===== config.mk =====
export PLATFORM = sky130hd
export DESIGN_NAME = regfile_mp_flat
export DESIGN_NICKNAME = d
export VERILOG_FILES = /design/src/rtl/regfile_mp_if.sv /design/src/rtl/regfile_mp.sv /design/src/flat_wrapper.sv
export SDC_FILE = /design/constraint.sdc
export NUM_CORES = 2
export LEC_CHECK = 0
export BUFFER_PORTS_ARGS = -buffer_cell sky130_fd_sc_hd__buf_2
export CAP_MARGIN = 20
export CORE_ASPECT_RATIO = 1.5
export CORE_MARGIN = 2
export CORE_UTILIZATION = 25
export CTS_CLUSTER_DIAMETER = 120
export DETAILED_ROUTE_END_ITERATION = 8
export SLEW_MARGIN = 20
export SYNTH_ARGS = -nofsm -noshare
export SYNTH_HDL_FRONTEND = slang
export SYNTH_SLANG_ARGS = --single-unit

===== constraint.sdc =====
create_clock -name clk -period 3.1 [get_ports clk]
set_input_delay 0 -clock clk [delete_from_list [all_inputs] [get_ports clk]]
set_output_delay 0 -clock clk [all_outputs]
set_load 0.01 [all_outputs]

===== src/rtl/regfile_mp_if.sv =====
// Bundle of write, read, and scoreboard signals for the multi-port register file.
// The master drives addresses, data, and controls. The register file (slave)
// returns read data and per-port busy flags.
interface regfile_mp_if #(
  parameter int DATA_W = 32,
  parameter int ADDR_W = 5,
  parameter int NREAD  = 2
);
  logic                    we0;
  logic [ADDR_W-1:0]       waddr0;
  logic [DATA_W-1:0]       wdata0;
  logic                    we1;
  logic [ADDR_W-1:0]       waddr1;
  logic [DATA_W-1:0]       wdata1;
  logic [NREAD*ADDR_W-1:0] raddr;
  logic [NREAD*DATA_W-1:0] rdata;
  logic                    set_busy;
  logic [ADDR_W-1:0]       busy_addr;
  logic                    flush;
  logic [NREAD-1:0]        rbusy;

  modport master (
    output we0, waddr0, wdata0, we1, waddr1, wdata1,
    output raddr, set_busy, busy_addr, flush,
    input  rdata, rbusy
  );

  modport slave (
    input  we0, waddr0, wdata0, we1, waddr1, wdata1,
    input  raddr, set_busy, busy_addr, flush,
    output rdata, rbusy
  );
endinterface


===== src/rtl/regfile_mp.sv =====
// Multi-port general register file with two write ports, NREAD combinational
// read ports, internal same-cycle write forwarding, and a per-register busy
// scoreboard. The hazard unit uses the scoreboard to stall on outstanding producers.
module regfile_mp #(
  parameter int DATA_W   = 32,
  parameter int ADDR_W   = 5,
  parameter int NREAD    = 2,
  parameter int ZERO_REG = 1
) (
  input logic          clk,
  input logic          reset,
  regfile_mp_if.slave  bus
);
  localparam int DEPTH = 2 ** ADDR_W;

  logic [DATA_W-1:0] regs [DEPTH] = '{default: '0};
  logic [DEPTH-1:0]  busy = '0;
  logic [DEPTH-1:0]  busy_next;
  logic              wr0_ok;
  logic              wr1_ok;
  logic              set_ok;
  logic [ADDR_W-1:0] ra [NREAD];

  // Qualify writes and busy-set requests. Register 0 is hardwired when ZERO_REG is set.
  always_comb begin
    wr0_ok = bus.we0 && !((ZERO_REG != 0) && (bus.waddr0 == '0));
    wr1_ok = bus.we1 && !((ZERO_REG != 0) && (bus.waddr1 == '0));
    set_ok = bus.set_busy && !((ZERO_REG != 0) && (bus.busy_addr == '0));
  end

  // Storage update. Port 1 is written last, so it wins on an address collision.
  always_ff @(posedge clk) begin
    if (reset) begin
      for (int i = 0; i < DEPTH; i++) regs[i] <= '0;
    end else begin
      if (wr0_ok) regs[bus.waddr0] <= bus.wdata0;
      if (wr1_ok) regs[bus.waddr1] <= bus.wdata1;
    end
  end

  // Next scoreboard value. A retiring write clears busy, and a new producer then
  // sets it again, so a set overrides a same-cycle clear. A flush clears every bit.
  always_comb begin
    busy_next = busy;
    if (bus.flush) begin
      busy_next = '0;
    end else begin
      if (wr0_ok) busy_next[bus.waddr0] = 1'b0;
      if (wr1_ok) busy_next[bus.waddr1] = 1'b0;
      if (set_ok) busy_next[bus.busy_addr] = 1'b1;
    end
  end

  // Scoreboard register.
  always_ff @(posedge clk) begin
    if (reset) busy <= '0;
    else       busy <= busy_next;
  end

  // Read ports forward same-cycle writes, port 1 first. A register being written
  // this cycle is never reported busy. Forwarding is off while reset is held.
  always_comb begin
    bus.rdata = '0;
    bus.rbusy = '0;
    for (int i = 0; i < NREAD; i++) begin
      ra[i] = bus.raddr[i*ADDR_W +: ADDR_W];
      if ((ZERO_REG != 0) && (ra[i] == '0)) begin
        bus.rdata[i*DATA_W +: DATA_W] = '0;
        bus.rbusy[i] = 1'b0;
      end else if (reset) begin
        bus.rdata[i*DATA_W +: DATA_W] = regs[ra[i]];
        bus.rbusy[i] = 1'b0;
      end else if (wr1_ok && (bus.waddr1 == ra[i])) begin
        bus.rdata[i*DATA_W +: DATA_W] = bus.wdata1;
        bus.rbusy[i] = 1'b0;
      end else if (wr0_ok && (bus.waddr0 == ra[i])) begin
        bus.rdata[i*DATA_W +: DATA_W] = bus.wdata0;
        bus.rbusy[i] = 1'b0;
      end else begin
        bus.rdata[i*DATA_W +: DATA_W] = regs[ra[i]];
        bus.rbusy[i] = busy[ra[i]];
      end
    end
  end
endmodule


===== src/flat_wrapper.sv =====
// flat-port wrapper written by rule: the top's interface ports become plain ports
module regfile_mp_flat 
#(
  parameter int DATA_W   = 32,
  parameter int ADDR_W   = 5,
  parameter int NREAD    = 2,
  parameter int ZERO_REG = 1
)
  (clk, reset, bus_we0, bus_waddr0, bus_wdata0, bus_we1, bus_waddr1, bus_wdata1, bus_raddr, bus_set_busy, bus_busy_addr, bus_flush, bus_rdata, bus_rbusy);
  regfile_mp_if #(.DATA_W(DATA_W), .ADDR_W(ADDR_W), .NREAD(NREAD)) bus_i ();
  input logic clk;
  input logic reset;
  input wire logic [$bits(bus_i.we0)-1:0] bus_we0;
  input wire logic [$bits(bus_i.waddr0)-1:0] bus_waddr0;
  input wire logic [$bits(bus_i.wdata0)-1:0] bus_wdata0;
  input wire logic [$bits(bus_i.we1)-1:0] bus_we1;
  input wire logic [$bits(bus_i.waddr1)-1:0] bus_waddr1;
  input wire logic [$bits(bus_i.wdata1)-1:0] bus_wdata1;
  input wire logic [$bits(bus_i.raddr)-1:0] bus_raddr;
  input wire logic [$bits(bus_i.set_busy)-1:0] bus_set_busy;
  input wire logic [$bits(bus_i.busy_addr)-1:0] bus_busy_addr;
  input wire logic [$bits(bus_i.flush)-1:0] bus_flush;
  output wire logic [$bits(bus_i.rdata)-1:0] bus_rdata;
  output wire logic [$bits(bus_i.rbusy)-1:0] bus_rbusy;
  assign bus_i.we0 = bus_we0;
  assign bus_i.waddr0 = bus_waddr0;
  assign bus_i.wdata0 = bus_wdata0;
  assign bus_i.we1 = bus_we1;
  assign bus_i.waddr1 = bus_waddr1;
  assign bus_i.wdata1 = bus_wdata1;
  assign bus_i.raddr = bus_raddr;
  assign bus_i.set_busy = bus_set_busy;
  assign bus_i.busy_addr = bus_busy_addr;
  assign bus_i.flush = bus_flush;
  assign bus_rdata = bus_i.rdata;
  assign bus_rbusy = bus_i.rbusy;
  regfile_mp #(.DATA_W(DATA_W), .ADDR_W(ADDR_W), .NREAD(NREAD), .ZERO_REG(ZERO_REG)) u_core (.clk(clk), .reset(reset), .bus(bus_i));
endmodule

# --- Word-level counts from Yosys, hierarchy flattened ---
# Memories as Yosys holds them, arrays and structs flattened.
# Cells that the tools add are included.
word_totals:
  regBits: 32
  ramBits: 1024
  output_inout_bits: 66
  mem_count: 1
memory_table:
  columns: ["name", "depth", "width", "rd", "rd_ports_with_merged_regs", "write_ports", "line", "rtl"]
  rows:
  - ["u_core.regs", 32, 32, 2, 0, 32, "regfile_mp.sv:16", "logic [DATA_W-1:0] regs [DEPTH] = '{default: '0};"]
classes:
  order_cmp: 8
  eq_ne: 4
  n_mux: 45
  n_bitwise: 5
  n_reduce_logical: 21
ops:
  columns: ["op", "n"]
  rows:
  - ["32-bit 2-to-1 mux", 15]
  - ["32-bit AND", 2]
  - ["32-bit inverter", 2]
  - ["32-bit OR reduction", 2]
  - ["32-bit OR", 1]
  - ["5-bit by 6-bit less-than comparator with 1-bit output, second input constant", 5]
  - ["5-bit zero test", 5]
  - ["1-bit 2-to-1 mux", 23]
  - ["5-bit == test", 4]
  - ["1-bit demux with 5-bit select", 3]
  - ["5-bit by 1-bit >= comparator with 1-bit output, second input constant", 3]
  - ["1-bit binary-select mux with 5-bit select", 2]
  - ["1-bit logical AND", 10]
  - ["5-bit 2-to-1 mux", 2]
  - ["1-bit zero test", 3]
  - ["2-bit OR reduction", 1]

# --- Longest topological paths before layout ---
depth:
  depth_word: 13
  ltp_mapped: 9

# --- Worst setup path after synthesis ---
# Ideal clock, no wire load.
synth_path:
  path_type: "input-to-reg"
  startpoint: "in reset"
  endpoint: "mem u_core.regs[27][0], enable pin"
  setup_time_ns: 0.394
  arrival_time_ns: 1.921
  required_ns: 2.706
  path_slack_ns: 0.785
  path_stages: 5
  path_buffers: 4
  path_cell_list: "clkbuf_1 clkbuf_1 clkbuf_1 clkbuf_1 nand2b_1"
synth_lines:
  columns: ["item", "line", "rtl"]
  rows:
  - ["start, declared", "flat_wrapper.sv:12", "input logic reset;"]
  - ["end, declared", "regfile_mp.sv:16", null]

==> summary.md <==
| Metric | Value |
|---|---|
| Status | completed |
| Post-DRT Antenna Nets | 0 |
| Share of layout cells above drive strength 1 | 0.301 |
| Core Area | 251,000 sq um |
| CP Launch Type | flop |
| Number of synthesized flops with an enable pin | 1,024 |
| FILL cells | 25,200 |
| PD cells | 490 nW/um^2 |
| Hold crit path type | in -> reg |
| Clock Latency Late Sink | 0.74 ns |
| H-tree Lvls | 3 |
| First-pass GRT wire length | 387,000 um |
| Post-synth ARST share | 0 |
| Area of the mapped netlist | 63,000 sq um |
| Worst Path Arrival | 3.06 ns |
| Yosys warns | 0 |
| Via-to-Cell Ratio | 6.24 |
| Synth top area share | 0.488 |
| Synth Area in XOR/XNOR | 0.00278 |
| Initial antenna violation count | 42 |
| Cts bufs inserted | 95 |
| Post-synthesis mux area share | 0.188 |
| Most frequent cells after synthesis | a22o_1 (1,024), edfxtp_1 (1,024), clkbuf_1 (413) |
| Gpl congestion | 0.923 |
| Reg clk slew, reported paths | 0.07 ns |
| Crit path buffers/inverters | 1 |
| Final Setup Violations | 0 |
| First drt pass iteration count | 8 |
| Leakage power | 23.8 nW |
| Area grow syn2layout | 14.7% |
| Cell count after synthesis | 4,781 |
| Post-layout util | 0.288 |
| Slew Limit Fails | 0 |
| Slew margin rel. | 0.311 |
| Worst clock skew | 0 ns |
| Worst Tran Pin Value | 1.03 ns |
| Vias in the first global route | 50,300 |
| Total die area | 256,000 sq um |
| Sequential area share after synthesis | 0.499 |
| CTS root buf | clkbuf_16 |
| FF-to-FF path depth | 3 |
| Initial Utilization | 0.251 |
| Cell total after placement | 7,818 |
| Total Routing Usage GR | 0.213 |
| Largest net degree at the start of global routing | 66 |
| Area leader, netlist | edfxtp_1 |
| Post-synth cell types | 54 |
| Crit Path Class | reg -> out |
| IO Pins | 161 |
| Final hold violation count | 0 |
| Ranking of synthesized cells by area | edfxtp_1 (49%), a22o_1 (14%), mux4_2 (9.9%), mux2_2 (6.9%), clkbuf_1 (2.5%) |
| Final nets | 4,742 |
| Routed wire length | 283,000 um |
| Post-synth top flop | edfxtp_1 |
| Critical Path Fanout Max | 2 |
| Final period util | 0.986 |
| Post-synthesis simple-gate area fraction | 0.0432 |
| Clock buffer depth | 3 |
| Die W | 414 um |
| Gr ovfl total | 0 |
| Vias | 50,100 |
| Crit-path cells | mux4_2 > a22oi_1 > nand2_1 > nor3_1 > o32ai_2 > buf_2 |
| CTS tree | yes |
| Post-DP HPWL | 172,000 um |
| # rows | 225 |
| Crit path max-delay family | simple AND/OR/NAND/NOR gates |
| CP max stage cell | nor3_1 |
| CP Capture Type | output pin |
| Die Ht | 619 um |
| Total power | 35.4 mW |
| Synth Register Bits | 1,056 |
| Final Non-Filler Cells | 8,029 |
| Iteration-0 DRC Markers | 6,202 |
| Max-cap violations | 0 |
| Adder and majority gate portion of the synthesized area | 0 |
| Wire length per cell | 35.2 um |
| Fmax | 327 MHz |
| Hold path cells | 2 |
| Slowest stage delay, CP | 0.70 ns |
| Worst IR Drop VDD | 0.495 mV |
| Fin crit period | 3.06 ns |
| Port Buf Inserts | 160 |
| DRC violations left | 0 |
| Compound-Gate Fraction of Synth Area | 0.216 |
| Required time worst endpoint | 3.10 ns |
| Critical Path Stages | 6 |
| Largest family of logic cells by synthesized area | compound AO/OA/AOI/OAI gates |
| Clock tree sinks | 1,056 |
| Syn Area/Cell | 13.2 sq um |
-- worst reg2reg max path: cells and delay by family, from the launching register on --
family	cells	cell delay (ns)
DFF	1	0.37
AOI/OAI and AO/OA	2	0.27
buffers and inverters	1	0.55
-- routing by layer --
metal,share of wire,routed length [um],GRT usage,vias to the layer above
met2,0.46,130000,0.340,3928
met3,0.11,31400,0.0563,1286
met1,0.34,94800,0.239,25300
li1,-,-,-,19500
met4,0.093,26200,0.170,52
met5,0.0014,402,0.00326,-
-- power by group --
part | internal (mW) | total, mW | switching (mW)
clock | 6.81 | 12.8 | 5.95
sequential | 16.5 | 17.0 | 0.427
combinational | 2.13 | 5.70 | 3.57
total | 25.5 | 35.4 | 9.95
-- cell usage in the layout (no fill, tap or decap), types with 11 or more instances in the layout --
cell type and instances:
o21ai_0 63, a21oi_1 27, o22ai_1 160, nor3_2 48
a22oi_1 150, bufinv_16 13, dfxtp_1 32, nand2_1 83
clkinv_2 16, inv_1 33, o32ai_2 60, diode_2 17
dlygate4sd3_1 23, mux2_2 383, a211oi_1 66, mux4_2 276
conb_1 32, edfxtp_1 1024, nor2_1 60, nand2b_2 24
clkinv_1 15, buf_2 155, clkbuf_1 13, nand2b_1 11
buf_12 99, xnor2_1 16, nor3_1 202, mux2i_1 130
a22o_1 1024, a31oi_1 65, clkbuf_16 96, buf_4 171
-- worst paths after layout --
check	start	endpoint	slack [ns]
worst max-delay path	u_core.regs[9][9]$_DFFE_PP_	bus_rdata[9]	0.04
worst min-delay path	bus_wdata1[20]	u_core.regs[17][20]$_DFFE_PP_	0.03
worst max register to register	u_core.busy[22]$_SDFF_PP0_	u_core.busy[22]$_SDFF_PP0_	1.85
worst min register to register	u_core.busy[0]$_SDFF_PP0_	u_core.busy[0]$_SDFF_PP0_	0.46
-- area by class of cell --
| cell class | count | area [sq um] | area share |
|---|---|---|---|
| multi-input combinational | 3009 | 29000 | 0.402 |
| timing repair buffer | 452 | 4320 | 0.0599 |
| tap | 3291 | 4120 | 0.0570 |
| clock inverter | 62 | 751 | 0.0104 |
| sequential | 1056 | 31400 | 0.435 |
| inverter | 33 | 124 | 0.00171 |
| antenna | 17 | 42.5 | 0.000589 |
| clock buffer | 109 | 2450 | 0.0339 |
-- registers in the layout, indices dropped and copies added, names as in the netlist --
name	cells
u_core.busy	32
u_core.regs	1024
-- repair_timing --
action                                 in CTS  in global routing
resized for setup                           0                  3
endpoints found under the hold margin      85                  0
hold buffers                               23                  0
buffers inserted                            0                  0
setup endpoints to repair                   0                  3
-- cells by family after synthesis --
logic type / count (synthesis)
buffers and inverters: 747
AOI/OAI and AO/OA: 1635
muxes: 789
xor gates and xnor gates: 20
and+or+nand+nor: 533
DFF: 1056
other: 1
-- per-stage QoR --
step	hold slack, ns	setup WS (ns)	instance area, sq um	TNS, ns
finish	0.0253	0.0429	72200	0
global route	0.0395	-0.00312	72200	-0.00312
CTS	0.00923	0.0515	72200	0
detailed placement	0.429	0.352	68700	0
global placement	0.433	0.328	68700	0
floorplan	0.210	0.785	63100	0
Power figures use the tool's default switching activity.
